$ cat src/rtl/fifo_loader_pkg.sv
// loader_pkg: sizes, FSM state encoding and the row queue entry type shared by
// the fifo_loader top, its row queue and the interface.
package loader_pkg;

    localparam int NUM_ROWS   = 8;
    localparam int NUM_COLS   = 8;
    localparam int DATA_W     = 8;
    localparam int ROW_W      = 64;
    localparam int IDX_W      = 4;
    localparam int B_ROW_IDX  = 8;
    localparam int TOTAL_ROWS = NUM_ROWS + 1;

    typedef enum logic [1:0] {
        S_IDLE,
        S_LOAD,
        S_COMPUTE,
        S_DONE
    } state_t;

    typedef struct packed {
        logic [IDX_W-1:0] idx;
        logic [ROW_W-1:0] data;
    } row_entry_t;

    // Column 0 sits in the top byte of a row, column 7 in the bottom byte.
    function automatic logic [DATA_W-1:0] rowByte(input logic [ROW_W-1:0] data,
                                                  input logic [2:0]       col);
        logic [5:0] lsb;
        lsb = {~col, 3'b000};
        return data[lsb +: DATA_W];
    endfunction

endpackage

$ cat src/rtl/fifo_loader_if.sv
// fifo_loader_if: row fetcher handshake, FIFO write/read strobes, MAC control
// and phase status of the loader. The loader uses the slave view, the
// surrounding system (or a bench) the master view.
interface fifo_loader_if;
    import loader_pkg::*;

    logic [ROW_W-1:0]    row_data;
    logic [IDX_W-1:0]    row_idx;
    logic                row_valid;
    logic                row_ready;

    logic [NUM_ROWS-1:0] a_wr_en;
    logic                b_wr_en;
    logic [DATA_W-1:0]   wr_data;
    logic [NUM_ROWS-1:0] a_full;
    logic                b_full;
    logic [NUM_ROWS-1:0] a_empty;
    logic                b_empty;
    logic [NUM_ROWS-1:0] a_rd_en;
    logic                b_rd_en;

    logic                mac_clr;
    logic                mac_en;
    logic                load_done;
    logic                done;
    logic                restart;
    logic                overflow;

    modport slave (
        input  row_data, row_idx, row_valid,
        input  a_full, b_full, a_empty, b_empty, restart,
        output row_ready, a_wr_en, b_wr_en, wr_data, a_rd_en, b_rd_en,
        output mac_clr, mac_en, load_done, done, overflow
    );

    modport master (
        output row_data, row_idx, row_valid,
        output a_full, b_full, a_empty, b_empty, restart,
        input  row_ready, a_wr_en, b_wr_en, wr_data, a_rd_en, b_rd_en,
        input  mac_clr, mac_en, load_done, done, overflow
    );

endinterface

$ cat src/rtl/fifo_loader_row_queue.sv
// row_queue: two-entry queue of {row_idx, row_data}. The head comes straight
// out of a storage register, so a row pushed into an empty queue is visible
// at the head on the following cycle. flush_i empties the queue and wins over
// a same-cycle push or pop.
module row_queue
    import loader_pkg::*;
(
    input  logic       clk,
    input  logic       rst_n,
    input  logic       flush_i,
    input  logic       push_i,
    input  row_entry_t push_entry_i,
    input  logic       pop_i,
    output row_entry_t head_o,
    output logic       full_o,
    output logic       empty_o
);

    row_entry_t mem_q [2];
    logic       wrPtr_q;
    logic       rdPtr_q;
    logic [1:0] count_q;
    logic       doPush;
    logic       doPop;

    assign full_o  = (count_q == 2'd2);
    assign empty_o = (count_q == 2'd0);
    assign doPush  = push_i && !full_o && !flush_i;
    assign doPop   = pop_i && !empty_o && !flush_i;
    assign head_o  = mem_q[rdPtr_q];

    // Entry storage: an accepted row lands in the tail slot.
    always_ff @(posedge clk or negedge rst_n) begin
        if (!rst_n) begin
            mem_q[0] <= '0;
            mem_q[1] <= '0;
        end else if (doPush) begin
            mem_q[wrPtr_q] <= push_entry_i;
        end
    end

    // Pointers and occupancy; a push and a pop together leave the count alone.
    always_ff @(posedge clk or negedge rst_n) begin
        if (!rst_n) begin
            wrPtr_q <= 1'b0;
            rdPtr_q <= 1'b0;
            count_q <= 2'd0;
        end else if (flush_i) begin
            wrPtr_q <= 1'b0;
            rdPtr_q <= 1'b0;
            count_q <= 2'd0;
        end else begin
            if (doPush) begin
                wrPtr_q <= ~wrPtr_q;
            end
            if (doPop) begin
                rdPtr_q <= ~rdPtr_q;
            end
            case ({doPush, doPop})
                2'b10:   count_q <= count_q + 2'd1;
                2'b01:   count_q <= count_q - 2'd1;
                default: count_q <= count_q;
            endcase
        end
    end

endmodule

$ cat src/rtl/fifo_loader.sv
// fifo_loader: takes rows from the memory row fetcher, buffers them in a
// two-entry queue and serializes each row byte-by-byte into its A FIFO (rows
// 0..7) or the B FIFO (row 8). With all nine rows loaded it pops every FIFO in
// lockstep NUM_COLS times and drives the MAC clear/enable strobes.
// Build macro LOADER_ORDER_CHECK_EN: rows must arrive as 0..8 in sequence;
// an out-of-order row is dropped and latches order_err_o.
module fifo_loader
    import loader_pkg::*;
(
    input  logic         clk,
    input  logic         rst_n,
    fifo_loader_if.slave bus
`ifdef LOADER_ORDER_CHECK_EN
    ,
    output logic         order_err_o
`endif
);

    state_t     state_q;
    state_t     state_d;
    logic       enteredState_q;

    logic [2:0] byteCnt_q;
    logic [3:0] rowsLoaded_q;
    logic [2:0] popCnt_q;
    logic       macEn_q;
    logic       lastMac_q;
    logic       overflow_q;

    row_entry_t qHead;
    row_entry_t qPushEntry;
    logic       qFull;
    logic       qEmpty;
    logic       qPush;
    logic       qPop;
    logic       qFlush;

    logic       orderOk;
    logic       rowAccept;
    logic       headIsB;
    logic       targetFull;
    logic       writeFire;
    logic       lastByte;
    logic       popFire;

`ifdef LOADER_ORDER_CHECK_EN
    logic [IDX_W-1:0] expIdx_q;
    logic             orderErr_q;

    assign orderOk     = (bus.row_idx == expIdx_q);
    assign order_err_o = orderErr_q;
`else
    assign orderOk = 1'b1;
`endif

    // Rows are taken whenever the queue has room, whatever the phase; a
    // restart out of DONE throws away anything queued during compute.
    assign rowAccept  = bus.row_valid && !qFull && orderOk;
    assign qFlush     = (state_q == S_DONE) && bus.restart;
    assign qPush      = rowAccept;
    assign qPushEntry = '{idx: bus.row_idx, data: bus.row_data};

    // Any index past the last A row is routed to the B FIFO.
    assign headIsB    = (qHead.idx >= IDX_W'(B_ROW_IDX));
    assign targetFull = headIsB ? bus.b_full : bus.a_full[qHead.idx[2:0]];
    assign writeFire  = (state_q == S_LOAD) && !qEmpty && !targetFull;
    assign lastByte   = writeFire && (byteCnt_q == 3'(NUM_COLS - 1));
    assign qPop       = lastByte;

    // lastMac_q marks the cycle carrying the final mac_en, so no ninth pop.
    assign popFire = (state_q == S_COMPUTE) && !(|bus.a_empty) && !bus.b_empty
                     && !lastMac_q;

    row_queue u_row_queue (
        .clk          (clk),
        .rst_n        (rst_n),
        .flush_i      (qFlush),
        .push_i       (qPush),
        .push_entry_i (qPushEntry),
        .pop_i        (qPop),
        .head_o       (qHead),
        .full_o       (qFull),
        .empty_o      (qEmpty)
    );

    // State register, plus a flag that is high only in the first cycle of a state.
    always_ff @(posedge clk or negedge rst_n) begin
        if (!rst_n) begin
            state_q        <= S_IDLE;
            enteredState_q <= 1'b0;
        end else begin
            state_q        <= state_d;
            enteredState_q <= (state_d != state_q);
        end
    end

    // Phase sequencing: load nine rows, run the compute pops, wait for restart.
    always_comb begin
        state_d = state_q;
        case (state_q)
            S_IDLE: begin
                if (rowAccept) begin
                    state_d = S_LOAD;
                end
            end
            S_LOAD: begin
                if (lastByte && (rowsLoaded_q == 4'(TOTAL_ROWS - 1))) begin
                    state_d = S_COMPUTE;
                end
            end
            S_COMPUTE: begin
                if (lastMac_q) begin
                    state_d = S_DONE;
                end
            end
            S_DONE: begin
                if (bus.restart) begin
                    state_d = S_IDLE;
                end
            end
            default: state_d = S_IDLE;
        endcase
    end

    // Drive FIFO strobes, write byte, MAC controls and status from the phase.
    always_comb begin
        bus.row_ready = !qFull;
        bus.a_wr_en   = '0;
        bus.b_wr_en   = 1'b0;
        bus.wr_data   = '0;
        bus.a_rd_en   = '0;
        bus.b_rd_en   = 1'b0;
        bus.mac_clr   = 1'b0;
        bus.mac_en    = macEn_q;
        bus.load_done = (rowsLoaded_q == 4'(TOTAL_ROWS));
        bus.done      = 1'b0;
        bus.overflow  = overflow_q;

        if ((state_q == S_LOAD) && !qEmpty) begin
            bus.wr_data = rowByte(qHead.data, byteCnt_q);
        end
        if (writeFire) begin
            if (headIsB) begin
                bus.b_wr_en = 1'b1;
            end else begin
                bus.a_wr_en[qHead.idx[2:0]] = 1'b1;
            end
        end
        if (popFire) begin
            bus.a_rd_en = '1;
            bus.b_rd_en = 1'b1;
        end
        if ((state_q == S_COMPUTE) && enteredState_q) begin
            bus.mac_clr = 1'b1;
        end
        if ((state_q == S_DONE) && enteredState_q) begin
            bus.done = 1'b1;
        end
    end

    // Byte/row/pop counters and the MAC strobe pipeline; restart clears the load.
    always_ff @(posedge clk or negedge rst_n) begin
        if (!rst_n) begin
            byteCnt_q    <= '0;
            rowsLoaded_q <= '0;
            popCnt_q     <= '0;
            macEn_q      <= 1'b0;
            lastMac_q    <= 1'b0;
        end else begin
            macEn_q   <= popFire;
            lastMac_q <= popFire && (popCnt_q == 3'(NUM_COLS - 1));
            if (qFlush) begin
                byteCnt_q    <= '0;
                rowsLoaded_q <= '0;
                popCnt_q     <= '0;
            end else begin
                if (writeFire) begin
                    byteCnt_q <= byteCnt_q + 3'd1;
                end
                if (lastByte) begin
                    rowsLoaded_q <= rowsLoaded_q + 4'd1;
                end
                if (popFire) begin
                    popCnt_q <= popCnt_q + 3'd1;
                end
            end
        end
    end

    // Sticky overflow: a row offered while the queue was full is lost.
    always_ff @(posedge clk or negedge rst_n) begin
        if (!rst_n) begin
            overflow_q <= 1'b0;
        end else if (bus.row_valid && qFull) begin
            overflow_q <= 1'b1;
        end
    end

`ifdef LOADER_ORDER_CHECK_EN
    // Expected row index walks 0..8; a mismatching row is dropped and flagged.
    always_ff @(posedge clk or negedge rst_n) begin
        if (!rst_n) begin
            expIdx_q   <= '0;
            orderErr_q <= 1'b0;
        end else begin
            if (qFlush) begin
                expIdx_q <= '0;
            end else if (rowAccept) begin
                expIdx_q <= (expIdx_q == IDX_W'(B_ROW_IDX)) ? '0 : expIdx_q + 4'd1;
            end
            if (bus.row_valid && !qFull && !orderOk) begin
                orderErr_q <= 1'b1;
            end
        end
    end
`endif

endmodule

$ cat src/flat_wrapper.sv
// flat-port wrapper written by rule: the top's interface ports become plain ports
module fifo_loader_flat import loader_pkg::*;
  (clk, rst_n, bus_row_data, bus_row_idx, bus_row_valid, bus_a_full, bus_b_full, bus_a_empty, bus_b_empty, bus_restart, bus_row_ready, bus_a_wr_en, bus_b_wr_en, bus_wr_data, bus_a_rd_en, bus_b_rd_en, bus_mac_clr, bus_mac_en, bus_load_done, bus_done, bus_overflow);
  fifo_loader_if bus_i ();
  input  logic clk;
  input  logic rst_n;
  input wire logic [$bits(bus_i.row_data)-1:0] bus_row_data;
  input wire logic [$bits(bus_i.row_idx)-1:0] bus_row_idx;
  input wire logic [$bits(bus_i.row_valid)-1:0] bus_row_valid;
  input wire logic [$bits(bus_i.a_full)-1:0] bus_a_full;
  input wire logic [$bits(bus_i.b_full)-1:0] bus_b_full;
  input wire logic [$bits(bus_i.a_empty)-1:0] bus_a_empty;
  input wire logic [$bits(bus_i.b_empty)-1:0] bus_b_empty;
  input wire logic [$bits(bus_i.restart)-1:0] bus_restart;
  output wire logic [$bits(bus_i.row_ready)-1:0] bus_row_ready;
  output wire logic [$bits(bus_i.a_wr_en)-1:0] bus_a_wr_en;
  output wire logic [$bits(bus_i.b_wr_en)-1:0] bus_b_wr_en;
  output wire logic [$bits(bus_i.wr_data)-1:0] bus_wr_data;
  output wire logic [$bits(bus_i.a_rd_en)-1:0] bus_a_rd_en;
  output wire logic [$bits(bus_i.b_rd_en)-1:0] bus_b_rd_en;
  output wire logic [$bits(bus_i.mac_clr)-1:0] bus_mac_clr;
  output wire logic [$bits(bus_i.mac_en)-1:0] bus_mac_en;
  output wire logic [$bits(bus_i.load_done)-1:0] bus_load_done;
  output wire logic [$bits(bus_i.done)-1:0] bus_done;
  output wire logic [$bits(bus_i.overflow)-1:0] bus_overflow;
  assign bus_i.row_data = bus_row_data;
  assign bus_i.row_idx = bus_row_idx;
  assign bus_i.row_valid = bus_row_valid;
  assign bus_i.a_full = bus_a_full;
  assign bus_i.b_full = bus_b_full;
  assign bus_i.a_empty = bus_a_empty;
  assign bus_i.b_empty = bus_b_empty;
  assign bus_i.restart = bus_restart;
  assign bus_row_ready = bus_i.row_ready;
  assign bus_a_wr_en = bus_i.a_wr_en;
  assign bus_b_wr_en = bus_i.b_wr_en;
  assign bus_wr_data = bus_i.wr_data;
  assign bus_a_rd_en = bus_i.a_rd_en;
  assign bus_b_rd_en = bus_i.b_rd_en;
  assign bus_mac_clr = bus_i.mac_clr;
  assign bus_mac_en = bus_i.mac_en;
  assign bus_load_done = bus_i.load_done;
  assign bus_done = bus_i.done;
  assign bus_overflow = bus_i.overflow;
  fifo_loader u_core (.clk(clk), .rst_n(rst_n), .bus(bus_i));
endmodule
$ cat config.mk
export PLATFORM = sky130hd
export DESIGN_NAME = fifo_loader_flat
export DESIGN_NICKNAME = d
export VERILOG_FILES = /design/src/rtl/fifo_loader_pkg.sv /design/src/rtl/fifo_loader_if.sv /design/src/rtl/fifo_loader_row_queue.sv /design/src/rtl/fifo_loader.sv /design/src/flat_wrapper.sv
export SDC_FILE = /design/constraint.sdc
export NUM_CORES = 1
export LEC_CHECK = 0
export CAP_MARGIN = 20
export CORE_MARGIN = 2
export CORE_UTILIZATION = 50
export CTS_BUF_LIST = sky130_fd_sc_hd__clkbuf_2 sky130_fd_sc_hd__clkbuf_4 sky130_fd_sc_hd__clkbuf_8
export DETAILED_ROUTE_END_ITERATION = 10
export DONT_BUFFER_PORTS = 1
export PLACE_DENSITY = 0.67
export SYNTH_ARGS = -nofsm -noshare
export SYNTH_HDL_FRONTEND = slang
export SYNTH_HIERARCHICAL = 1
export SYNTH_SLANG_ARGS = --single-unit
export TNS_END_PERCENT = 1
$ cat constraint.sdc
create_clock -name clk -period 3.5 [get_ports clk]
set_clock_uncertainty 0.05 [all_clocks]
set_input_delay 0.35 -clock clk [delete_from_list [all_inputs] [get_ports clk]]
set_output_delay 0.35 -clock clk [all_outputs]
set_load 0.01 [all_outputs]
-- Word-level counts from Yosys, hierarchy flattened
Index checks and enable logic that the tools add are counted.
- shift operators: 1
- magnitude comparators: 6
- multiplexer cells: 37
- equal/unequal tests: 11
- add/sub/neg operators: 5
- bitwise operators: 5
- reduce and logical (&&, ||, !) cells: 35
- operators by type and width (operator ; count):
    2-to-1 mux 68 bit ; 4
    bitwise mux 136 bit ; 1
    demux 68 bit (select 1 bit) ; 1
    indexed part select 64 x 7 -> 8 bit ; 1
    2-to-1 mux 8 bit ; 4
    logical AND 1 bit ; 19
    2-to-1 mux 1 bit ; 12
    2-to-1 mux 3 bit ; 4
    2-to-1 mux 2 bit ; 5
    nonzero test 2 bit ; 5
    equality test 2 bit, second input constant ; 4
    equality test 4 bit, second input constant ; 2
    2-to-1 mux 4 bit ; 2
    case mux 2 bit (4 select lines) ; 1
    OR reduction 8 bit ; 1
    logical NOT 1 bit ; 7
    adder 3 x 1 -> 3 bit, second input constant ; 2
    equality test 3 bit, second input constant ; 2
    adder 4 x 1 -> 4 bit, second input constant ; 1
    equality test 2 x 1 -> 1 bit, second input constant ; 2
    greater-or-equal comparator 2 bit, second input constant ; 2
    greater-or-equal comparator 4 bit, second input constant ; 1
    logical NOT 2 bit ; 2
    less-than comparator 3 x 4 -> 1 bit, second input constant ; 1
    12 further kinds ; 14
- output and inout port bits: 32
- bits in registers: 156
- word-level logic and storage cells: 115
- bits of input ports: 90

-- Longest topological paths before layout
Gate-level depths: netlist (run 1).
- depth in word-level cells: 15
- depth in mapped cells: 11

-- Modules after synthesis
Netlist (run 1), hierarchy kept.
- by module, submodules not included (module ; cells each ; instances ; area each (um^2) ; sequential area each (um^2)):
    row_queue ; 387 ; 1 ; 6052.1 ; 3503.4
    fifo_loader ; 167 ; 1 ; 1719.1 ; 400.4

-- Least setup slack after synthesis (run 1)
No wires, ideal clock.
- path type: register to register
- start point: register u_core.u_row_queue.rdPtr_q
- end point: register u_core.u_row_queue.count_q[0]
- slack: 661 ps
- required time: 3371 ps
- buffers on the path: 3
- period minus slack after synthesis: 2839 ps
- cell stages (with the launch flop): 12
- data arrival time: 2710 ps
- cell sequence: dfrtp_1 > clkbuf_1 > clkbuf_1 > mux2_2 > buf_6 > mux2i_1 > mux4_2 > o211ai_2 > inv_1 > nor3b_1 > a21oi_1 > a21oi_1
- RTL lines (element ; RTL line ; source):
    start: declaration ; fifo_loader_row_queue.sv:21 ; logic rdPtr_q;
    start signal: assignment ; fifo_loader_row_queue.sv:57 ; rdPtr_q <= ~rdPtr_q;
    end signal: assignment ; fifo_loader_row_queue.sv:60 ; 2'b10: count_q <= count_q + 2'd1;
    end signal: assignment ; fifo_loader_row_queue.sv:61 ; 2'b01: count_q <= count_q - 2'd1;
    end signal: assignment ; fifo_loader_row_queue.sv:62 ; default: count_q <= count_q;
    end: declaration ; fifo_loader_row_queue.sv:22 ; logic [1:0] count_q;

==> results of run 1 <==
sequential cells by signal, summed over array words and instances (netlist names), 2 cells and up:
register and flops:
u_core/u_row_queue/count_q 2, u_core/u_row_queue/mem_q 136, u_core/byteCnt_q 3, u_core/state_q 2, u_core/rowsLoaded_q 4, u_core/popCnt_q 3
synth_stat cells, types with 3 or more instances:
library cell / n
mux2_2: 184
dfrtp_1: 156
mux2_1: 22
mux2i_1: 21
mux4_2: 18
nor2_1: 18
buf_2: 15
nand2_1: 13
buf_4: 11
clkbuf_1: 10
inv_1: 10
a21oi_1: 7
ha_1: 7
o21ai_0: 6
nor3_1: 5
nor4_1: 5
buf_1: 4
nand2b_1: 4
nand3_1: 4
mux2_4: 3
power by group:
group,switching [mW],internal [mW]
Clock,0.657,0.899
Combinational,1.70,2.14
Sequential,0.462,2.69
logic make-up (layout without fill, tap and decap cells):
logic type	Yosys count	after routing	share of synthesized area (%)
muxes	248	248	38.4
DFF	156	156	50.2
and+or+nand+nor	66	66	4.64
buffers and inverters	54	120	3.62
AOI/OAI and AO/OA	21	21	1.80
adders and majority gates	7	7	1.13
xor gates and xnor gates	2	2	0.225
other	0	1	0
critical path, stage by stage, from the launching register on:
cell     delay, ps
dfrtp_2        430
mux2_2         500
mux2i_1        160
mux4_2         550
o21ai_4        330
nor4b_1        100
buf_4          160
worst max path at each step:
stage / startpoint / to / slack (ps)
finish: u_core/u_row_queue/rdPtr_q$_DFFE_PN0P_ / bus_a_wr_en[3] / 420
global route: u_core/u_row_queue/rdPtr_q$_DFFE_PN0P_ / bus_a_wr_en[3] / 270
global placement: u_core/u_row_queue/rdPtr_q$_DFFE_PN0P_ / u_core/u_row_queue/rdPtr_q$_DFFE_PN0P_ / 910
detailed placement: u_core/u_row_queue/rdPtr_q$_DFFE_PN0P_ / u_core/u_row_queue/count_q[0]$_DFFE_PN0P_ / 800
CTS: u_core/u_row_queue/rdPtr_q$_DFFE_PN0P_ / bus_a_wr_en[3] / 390
floorplan: u_core/u_row_queue/rdPtr_q$_DFFE_PN0P_ / u_core/u_row_queue/count_q[0]$_DFFE_PN0P_ / 660
layer usage:
metal  track usage [%]  up-vias  wire length [um]
met1              26.4     2351              7020
met4              6.71        0               202
li1                  -     2111                 -
met5                 0        -                 0
met3              5.61       15               780
met2              34.5      108              7690
area by class of cell:
type | instances | area [um^2]
Fill cell | 1213 | 6190
Sequential cell | 156 | 3910
Multi-Input combinational cell | 344 | 3590
Timing Repair Buffer | 76 | 768
Clock buffer | 21 | 277
Tap cell | 188 | 235
Clock inverter | 11 | 190
Inverter | 12 | 45.0
Antenna cell | 1 | 2.50
==> flow_metrics.tcl, run 1 <==
set metrics [dict create \
    outcome "finished with violations" \
    failed_checks "hold timing" \
    cts_tree "done" \
    clk_path_buf_depth 2 \
    synth.area.top_cells "dfrtp_1 50%, mux2_2 27%, mux4_2 5.2%, mux2_1 3.2%, mux2i_1 2.7%" \
    pin_count 122 \
    postCtsSetupBuffers 0 \
    fin_crit_ps 3080 \
    peakVddDrop_v 0.000369 \
    critPathLaunchType "register" \
    fin_area_mm2 0.00901 \
    place_area_mm2 0.00785 \
    antenna_found_initial 1 \
    rr_startpoint "u_core/u_row_queue/rdPtr_q$_DFFE_PN0P_" \
    r2r_setup_slack_ps 780 \
    critical_path_class "reg2out" \
    clk_pin_slew_ps 80 \
    die_area_mm2 0.0166 \
    synth.largest_area_cell "dfrtp_1" \
    hold_path_class "in2async" \
    place.gp.congestion 0.725 \
    drt-vias-per-instance 5.67 \
    postSynth.asyncResetShare_pct 100 \
    power_leakage_nw 3.82 \
    syn_to_final_growth_pct 15.9 \
    whs_ps -465 \
    synth_edf_count 0 \
    arrival_ps 2680 \
    ys_types 45 \
    cts_made_buffers 17 \
    netlist_area_mm2 0.00777 \
    htreeDepth 4 \
    tightest_slew_ps 790 \
    place_inst 707 \
    grt_max_degree 157 \
    maxCapViolations 0 \
    pre_cts_slack_ps 796 \
    io_buffers 0 \
    synthFlopType "dfrtp_1" \
    rows 45 \
    ant_nets 0 \
    initial_core_util_pct 51.1 \
    drcViolationCount 0 \
    fin_util_pct 59.3 \
    drive_gt1_share_pct 40.6 \
    hold_viol 156 \
    grt_pass1_wl_um 25900 \
    ys_seq_area_share_pct 50.2 \
    chipWidth_um 129 \
    cts_hold_buf 69 \
    final_cell_mix "184 x mux2_2, 155 x dfrtp_1, 69 x dlygate4sd3_1, 22 x mux2_1, 21 x mux2i_1" \
    cp.required_ps 3100 \
    setup_viol 0 \
    finalNetCount 704 \
    total_power_mw 8.55 \
    ys_ff_latch 156 \
    rsz0062_at_grt "false" \
    synthesis.nets 651 \
    rr_worst_depth 8 \
    rr_endpoint "u_core/u_row_queue/count_q[0]$_DFFE_PN0P_" \
    final_common_cell "mux2_2" \
    clock.fmax_mhz 325 \
    grt_usage_pct 20.7 \
    grt_pass1_vias 4926 \
    core_area_mm2 0.0152 \
    setup_ws_ps 422 \
    num_vias 4585 \
    drt-total-wl_um 15700 \
    yosysTopAreaCellShare_pct 50.2 \
    drt_iter0_markers 300 \
    overflow 0 \
    cts-root-buf "clkbuf_8" \
    report.final.slew_viol_count 0 \
    setup_tns_ps 0 \
    syn_inst 554 \
    clk_latency_ps 450 \
    fp.dieH_um 129 \
    clock_sinks 156 \
    cellPowerDensity_mw_per_mm2 949 \
    cts_resized 0 \
    slew_headroom_pct 47.3 \
    wl_per_cell_um 19.4 \
    instances_no_fill 809 \
    place.detailed.hpwl_um 10300 \
    layout_worst_path_cycle_share_pct 87.9 \
    end_kind "primary output" \
    yosysWarnings 6 \
    path_max_fanout 14 \
    drtPass1Iterations 4 \
    syn_area_per_cell_um2 14.0 \
]
Note: power is estimated with default switching activity, not from simulation.
==> run 2, diff against run 1 <==
--- a/config.mk
+++ b/config.mk
@@ -7,5 +7,5 @@
 export LEC_CHECK = 0
 export CAP_MARGIN = 20
-export CORE_MARGIN = 2
+export CORE_MARGIN = 5
 export CORE_UTILIZATION = 50
 export CTS_BUF_LIST = sky130_fd_sc_hd__clkbuf_2 sky130_fd_sc_hd__clkbuf_4 sky130_fd_sc_hd__clkbuf_8
@@ -13,4 +13,5 @@
 export DONT_BUFFER_PORTS = 1
 export PLACE_DENSITY = 0.67
+export SKIP_CTS_REPAIR_TIMING = 1
 export SYNTH_ARGS = -nofsm -noshare
 export SYNTH_HDL_FRONTEND = slang
==> constraint.sdc (replaced) <==
create_clock -name clk -period 3.5 [get_ports clk]
set_clock_uncertainty 0.05 [all_clocks]
set_input_delay 1.05 -clock clk [delete_from_list [all_inputs] [get_ports clk]]
set_output_delay 1.05 -clock clk [all_outputs]
set_load 0.01 [all_outputs]
==> run 2 against run 1 <==
- the run ends with setup timing left
- fmax decreased by 14%
- register-to-register slack got worse by 20 ps
- cell count is 6.8% lower
- sequential power is essentially flat
- hold slack improved by 710 ps
- clock-buffer cell count is 1 lower
- sequential share of layout area increased by 3.0 points
- wire length grew 1.7%
- design area down 6.5%
- sequential cell count stayed put
- critical endpoint is now bus_a_wr_en[0]
==> flow_metrics.tcl, run 2 (synthesized netlist as in run 1, its figures left out) <==
set metrics [dict create \
    wl_per_cell_um 21.2 \
    io_buffers 0 \
    largest_register_ffs 136 \
    grt_pass1_wl_um 25400 \
    peakVddDrop_v 0.000492 \
    clk_pin_slew_ps 80 \
    cts_tree "done" \
    fin_area_mm2 0.00842 \
    tightest_slew_ps 587 \
    hold_viol 0 \
    final_cell_mix "183 x mux2_2, 155 x dfrtp_1, 22 x mux2_1, 21 x mux2i_1, 19 x clkbuf_8" \
    outcome "finished with violations" \
    drcViolationCount 0 \
    drt_iter0_markers 208 \
    drive_gt1_share_pct 48.1 \
    hold_path_class "in2async" \
    die_area_mm2 0.0181 \
    core_area_mm2 0.0152 \
    rsz0062_at_grt "true" \
    critical_path_class "reg2out" \
    power_leakage_nw 3.59 \
    cts_made_buffers 17 \
    report.final.slew_viol_count 0 \
    critPathLaunchType "register" \
    fin_crit_ps 3560 \
    drt-vias-per-instance 5.81 \
    grt_max_degree 157 \
    cp.required_ps 2400 \
    layout_worst_path_cycle_share_pct 102 \
    cts-root-buf "clkbuf_8" \
    chipWidth_um 135 \
    arrival_ps 2460 \
    place.detailed.hpwl_um 10800 \
    grt_pass1_vias 4693 \
    end_kind "primary output" \
    finalNetCount 650 \
    clk_latency_ps 440 \
    rows 45 \
    fill_cells 1258 \
    path_max_fanout 7 \
    regArea_mm2 0.00391 \
    num_vias 4377 \
    setup_ws_ps -65.0 \
    top_register "u_core/u_row_queue/mem_q" \
    reg.largest.list "u_core/u_row_queue/mem_q: 136 flops, u_core/rowsLoaded_q: 4 flops" \
    diodes 0 \
    antenna_found_initial 1 \
    rr_worst_depth 9 \
    ant_nets 0 \
    drtPass1Iterations 4 \
    final_common_cell "mux2_2" \
    fp.dieH_um 135 \
    syn_to_final_growth_pct 8.39 \
    initial_core_util_pct 51.1 \
    clock_sinks 156 \
    setup_tns_ps -80.8 \
    place.gp.congestion 0.758 \
    pin_count 122 \
    slew_headroom_pct 60.5 \
    clock.fmax_mhz 281 \
    multi_input_area_mm2 0.00362 \
    failed_checks "setup timing" \
    maxCapViolations 0 \
    setup_viol 2 \
    htreeDepth 4 \
    overflow 0 \
    drt-total-wl_um 16000 \
    place_area_mm2 0.00795 \
    cellPowerDensity_mw_per_mm2 998 \
    grt_usage_pct 18.2 \
    clk_path_buf_depth 2 \
]
-- run 2: through the flow --
stage	hold WS (ps)	power (mW)	cells	util, %	setup WS, ps
2_1_floorplan	404	6.18	554	-	38.5
3_3_place_gp	412	6.90	717	52.3	320
3_5_place_dp	421	7.06	717	52.3	268
4_1_cts	213	8.32	749	54.7	-194
5_1_grt	200	8.98	754	55.4	-168
6_report	246	8.41	754	55.4	-65.0
-- run 2: worst max-delay path, stage by stage (launching register included) --
cell     delay, ps
dfrtp_2        490
mux2_4         380
mux2i_1        130
mux4_2         520
buf_4          170
nand3_1        100
nor3_1          80
buf_4          160
-- run 2: area by class of cell --
cell class	count	share of cell area [%]
inverters	12	0.535
clock inverters	12	1.16
repair buffers	22	2.96
clock buffers	20	3.19
multi-input cells	344	43.0
flip-flops and latches	156	46.4
well taps	188	2.79
-- run 2: report_power, final --
group | switching (mW) | total, mW | internal, mW
sequential | 0.464 | 3.15 | 2.69
combinational | 1.74 | 4.01 | 2.28
clock | 0.643 | 1.24 | 0.598
total | 2.85 | 8.41 | 5.56
-- run 2: worst paths after layout --
check | to | slack, ps | start
setup / recovery | bus_a_wr_en[0] | -60 | u_core/u_row_queue/rdPtr_q$_DFFE_PN0P_
hold / removal | u_core/u_row_queue/mem_q[61]$_DFFE_PN0P_ | 250 | rst_n
setup reg to reg | u_core/u_row_queue/count_q[0]$_DFFE_PN0P_ | 760 | u_core/u_row_queue/rdPtr_q$_DFFE_PN0P_
hold reg to reg | u_core/u_row_queue/mem_q[94]$_DFFE_PN0P_ | 440 | u_core/u_row_queue/mem_q[94]$_DFFE_PN0P_
max in group asynchronous | u_core/u_row_queue/mem_q[20]$_DFFE_PN0P_ | 2940 | rst_n
min in group clk | u_core/u_row_queue/mem_q[94]$_DFFE_PN0P_ | 440 | u_core/u_row_queue/mem_q[94]$_DFFE_PN0P_
-- run 2: layer usage --
| metal | track usage, % | share of wire [%] | vias to the layer above |
|---|---|---|---|
| met4 | 5.77 | 1.2 | 2 |
| met5 | 0 | 0.044 | - |
| met1 | 23.2 | 42 | 2247 |
| met3 | 7.64 | 9.0 | 15 |
| li1 | - | - | 2002 |
| met2 | 28.4 | 48 | 111 |
==> run 3, diff against run 2 <==
Settings changed: CORE_MARGIN 5 to 4.
==> run 3 against run 2 <==
- the run still ends with setup timing left
- design area decreased by 0.16%
- clock-buffer cell count rose by 5
- fmax grew 0.50%
- sequential share of layout area increased by 0.076 points
- worst setup slack better by 18 ps
- sequential power barely moved
- via count shrank 0.62%
- core utilization down 0.090 points
- hold slack improved by 6.7 ps
==> flow_metrics.tcl, run 3 (synthesized netlist as in run 1, its figures left out) <==
set metrics [dict create \
    outcome "finished with violations" \
    failed_checks "setup timing" \
    pin_count 122 \
    antenna_found_initial 1 \
    grt_max_degree 157 \
    clk_latency_ps 440 \
    setup_ws_ps -47.1 \
    rsz0062_at_grt "true" \
    cp.required_ps 2400 \
    core_area_mm2 0.0152 \
    die_area_mm2 0.0176 \
    final_cell_mix "180 x mux2_2, 155 x dfrtp_1, 22 x mux2_1, 21 x clkbuf_8, 21 x mux2i_1" \
    tightest_slew_ps 554 \
    grt_usage_pct 19.0 \
    overflow 0 \
    cts-root-buf "clkbuf_8" \
    use_met1_pct 23.8 \
    final_common_cell "mux2_2" \
    initial_core_util_pct 51.1 \
    drcViolationCount 0 \
    met3_usage_pct 7.30 \
    grt_pass1_vias 4674 \
    power_leakage_nw 3.61 \
    critical_path_class "reg2out" \
    finalNetCount 646 \
    clock.fmax_mhz 282 \
    cellPowerDensity_mw_per_mm2 1010 \
    fin_util_pct 55.3 \
    top_register "u_core/u_row_queue/mem_q" \
    arrival_ps 2450 \
    chipWidth_um 133 \
    place.detailed.hpwl_um 10500 \
    rows 45 \
    critPathLaunchType "register" \
    maxCapViolations 0 \
    fin_crit_ps 3550 \
    grt.busiest_layer "met2" \
    layout_worst_path_cycle_share_pct 101 \
    reg.largest.list "u_core/u_row_queue/mem_q: 136 flops, u_core/rowsLoaded_q: 4 flops" \
    path_max_fanout 7 \
    peakVddDrop_v 0.000386 \
    io_buffers 0 \
    hold_path_class "in2async" \
    clock_sinks 156 \
    slew_headroom_pct 62.8 \
    num_vias 4350 \
    hold_viol 0 \
    end_kind "primary output" \
    syn_to_final_growth_pct 8.21 \
    clk_pin_slew_ps 80 \
    clk_path_buf_depth 2 \
    drtPass1Iterations 4 \
    fp.dieH_um 133 \
    cts_made_buffers 17 \
    met2_usage_pct 30.6 \
    largest_register_ffs 136 \
    fill_cells 1252 \
    wl_per_cell_um 20.9 \
    ant_nets 0 \
    drive_gt1_share_pct 47.5 \
    place.gp.congestion 0.779 \
    grt_pass1_wl_um 25900 \
    report.final.slew_viol_count 0 \
    drt-total-wl_um 15700 \
    drt_iter0_markers 257 \
    drt-vias-per-instance 5.80 \
    cts_tree "done" \
    whs_ps 252 \
    htreeDepth 4 \
    diodes 0 \
    setup_viol 1 \
]
## run 3: changes by cell type in the layout (fill, tap and decap cells not counted), sizes merged
cell and change:
clkinvlp -5, clkbuf +4, buf -3, bufinv +2, clkinv -2
## run 3: metrics by stage
| step | worst slack [ps] | total power, mW | TNS (ps) | cells | instance area [um^2] |
|---|---|---|---|---|---|
| after floorplan | 38.5 | 6.18 | 0 | 554 | 7770 |
| after global placement | 241 | 6.86 | 0 | 713 | 7910 |
| after detailed placement | 202 | 7.02 | 0 | 713 | 7910 |
| after CTS | -250 | 8.48 | -1280 | 745 | 8340 |
| after global routing | -147 | 9.10 | -1020 | 750 | 8410 |
| final | -47.1 | 8.50 | -47.1 | 750 | 8410 |
## run 3: layout make-up
class	instances	area (um^2)	area share (%)
Clock buffer	25	319	3.79
Clock inverter	7	110	1.31
Inverter	12	45.0	0.536
Multi-Input combinational cell	344	3620	43.0
Sequential cell	156	3910	46.4
Tap cell	188	235	2.80
Timing Repair Buffer	18	176	2.10
## run 3: layer usage
metal / wire [um] / part of all wire (%)
met2: 7620 / 49
met4: 260 / 1.7
met3: 1300 / 8.3
met5: 7 / 0.045
met1: 6510 / 41
## run 3: worst paths after layout
check                                                               from                                       end  slack, ps  depth (start not counted)
min in group clk                u_core/u_row_queue/mem_q[89]$_DFFE_PN0P_  u_core/u_row_queue/mem_q[89]$_DFFE_PN0P_        440                          1
max in group asynchronous                                          rst_n   u_core/u_row_queue/mem_q[3]$_DFFE_PN0P_       2950                          0
worst min register to register  u_core/u_row_queue/mem_q[89]$_DFFE_PN0P_  u_core/u_row_queue/mem_q[89]$_DFFE_PN0P_        440                          1
worst min-delay path                                               rst_n           u_core/byteCnt_q[0]$_DFFE_PN0P_        250                          0
worst max-delay path              u_core/u_row_queue/rdPtr_q$_DFFE_PN0P_                            bus_a_wr_en[3]        -50                          6
worst max register to register    u_core/u_row_queue/rdPtr_q$_DFFE_PN0P_    u_core/u_row_queue/rdPtr_q$_DFFE_PN0P_        780                          9
## run 3: power breakdown
part / total, mW / switching (mW) / internal (mW)
Clock: 1.43 / 0.617 / 0.809
Combinational: 3.92 / 1.71 / 2.22
Sequential: 3.15 / 0.465 / 2.69
Total: 8.50 / 2.79 / 5.71
## run 3: worst max-delay path, cell delays in order, from the launching register on
cell     delay (ps)
dfrtp_2         480
mux2_4          370
mux2i_1         130
mux4_2          540
o21ai_4         270
nor4b_2          80
buf_4           140
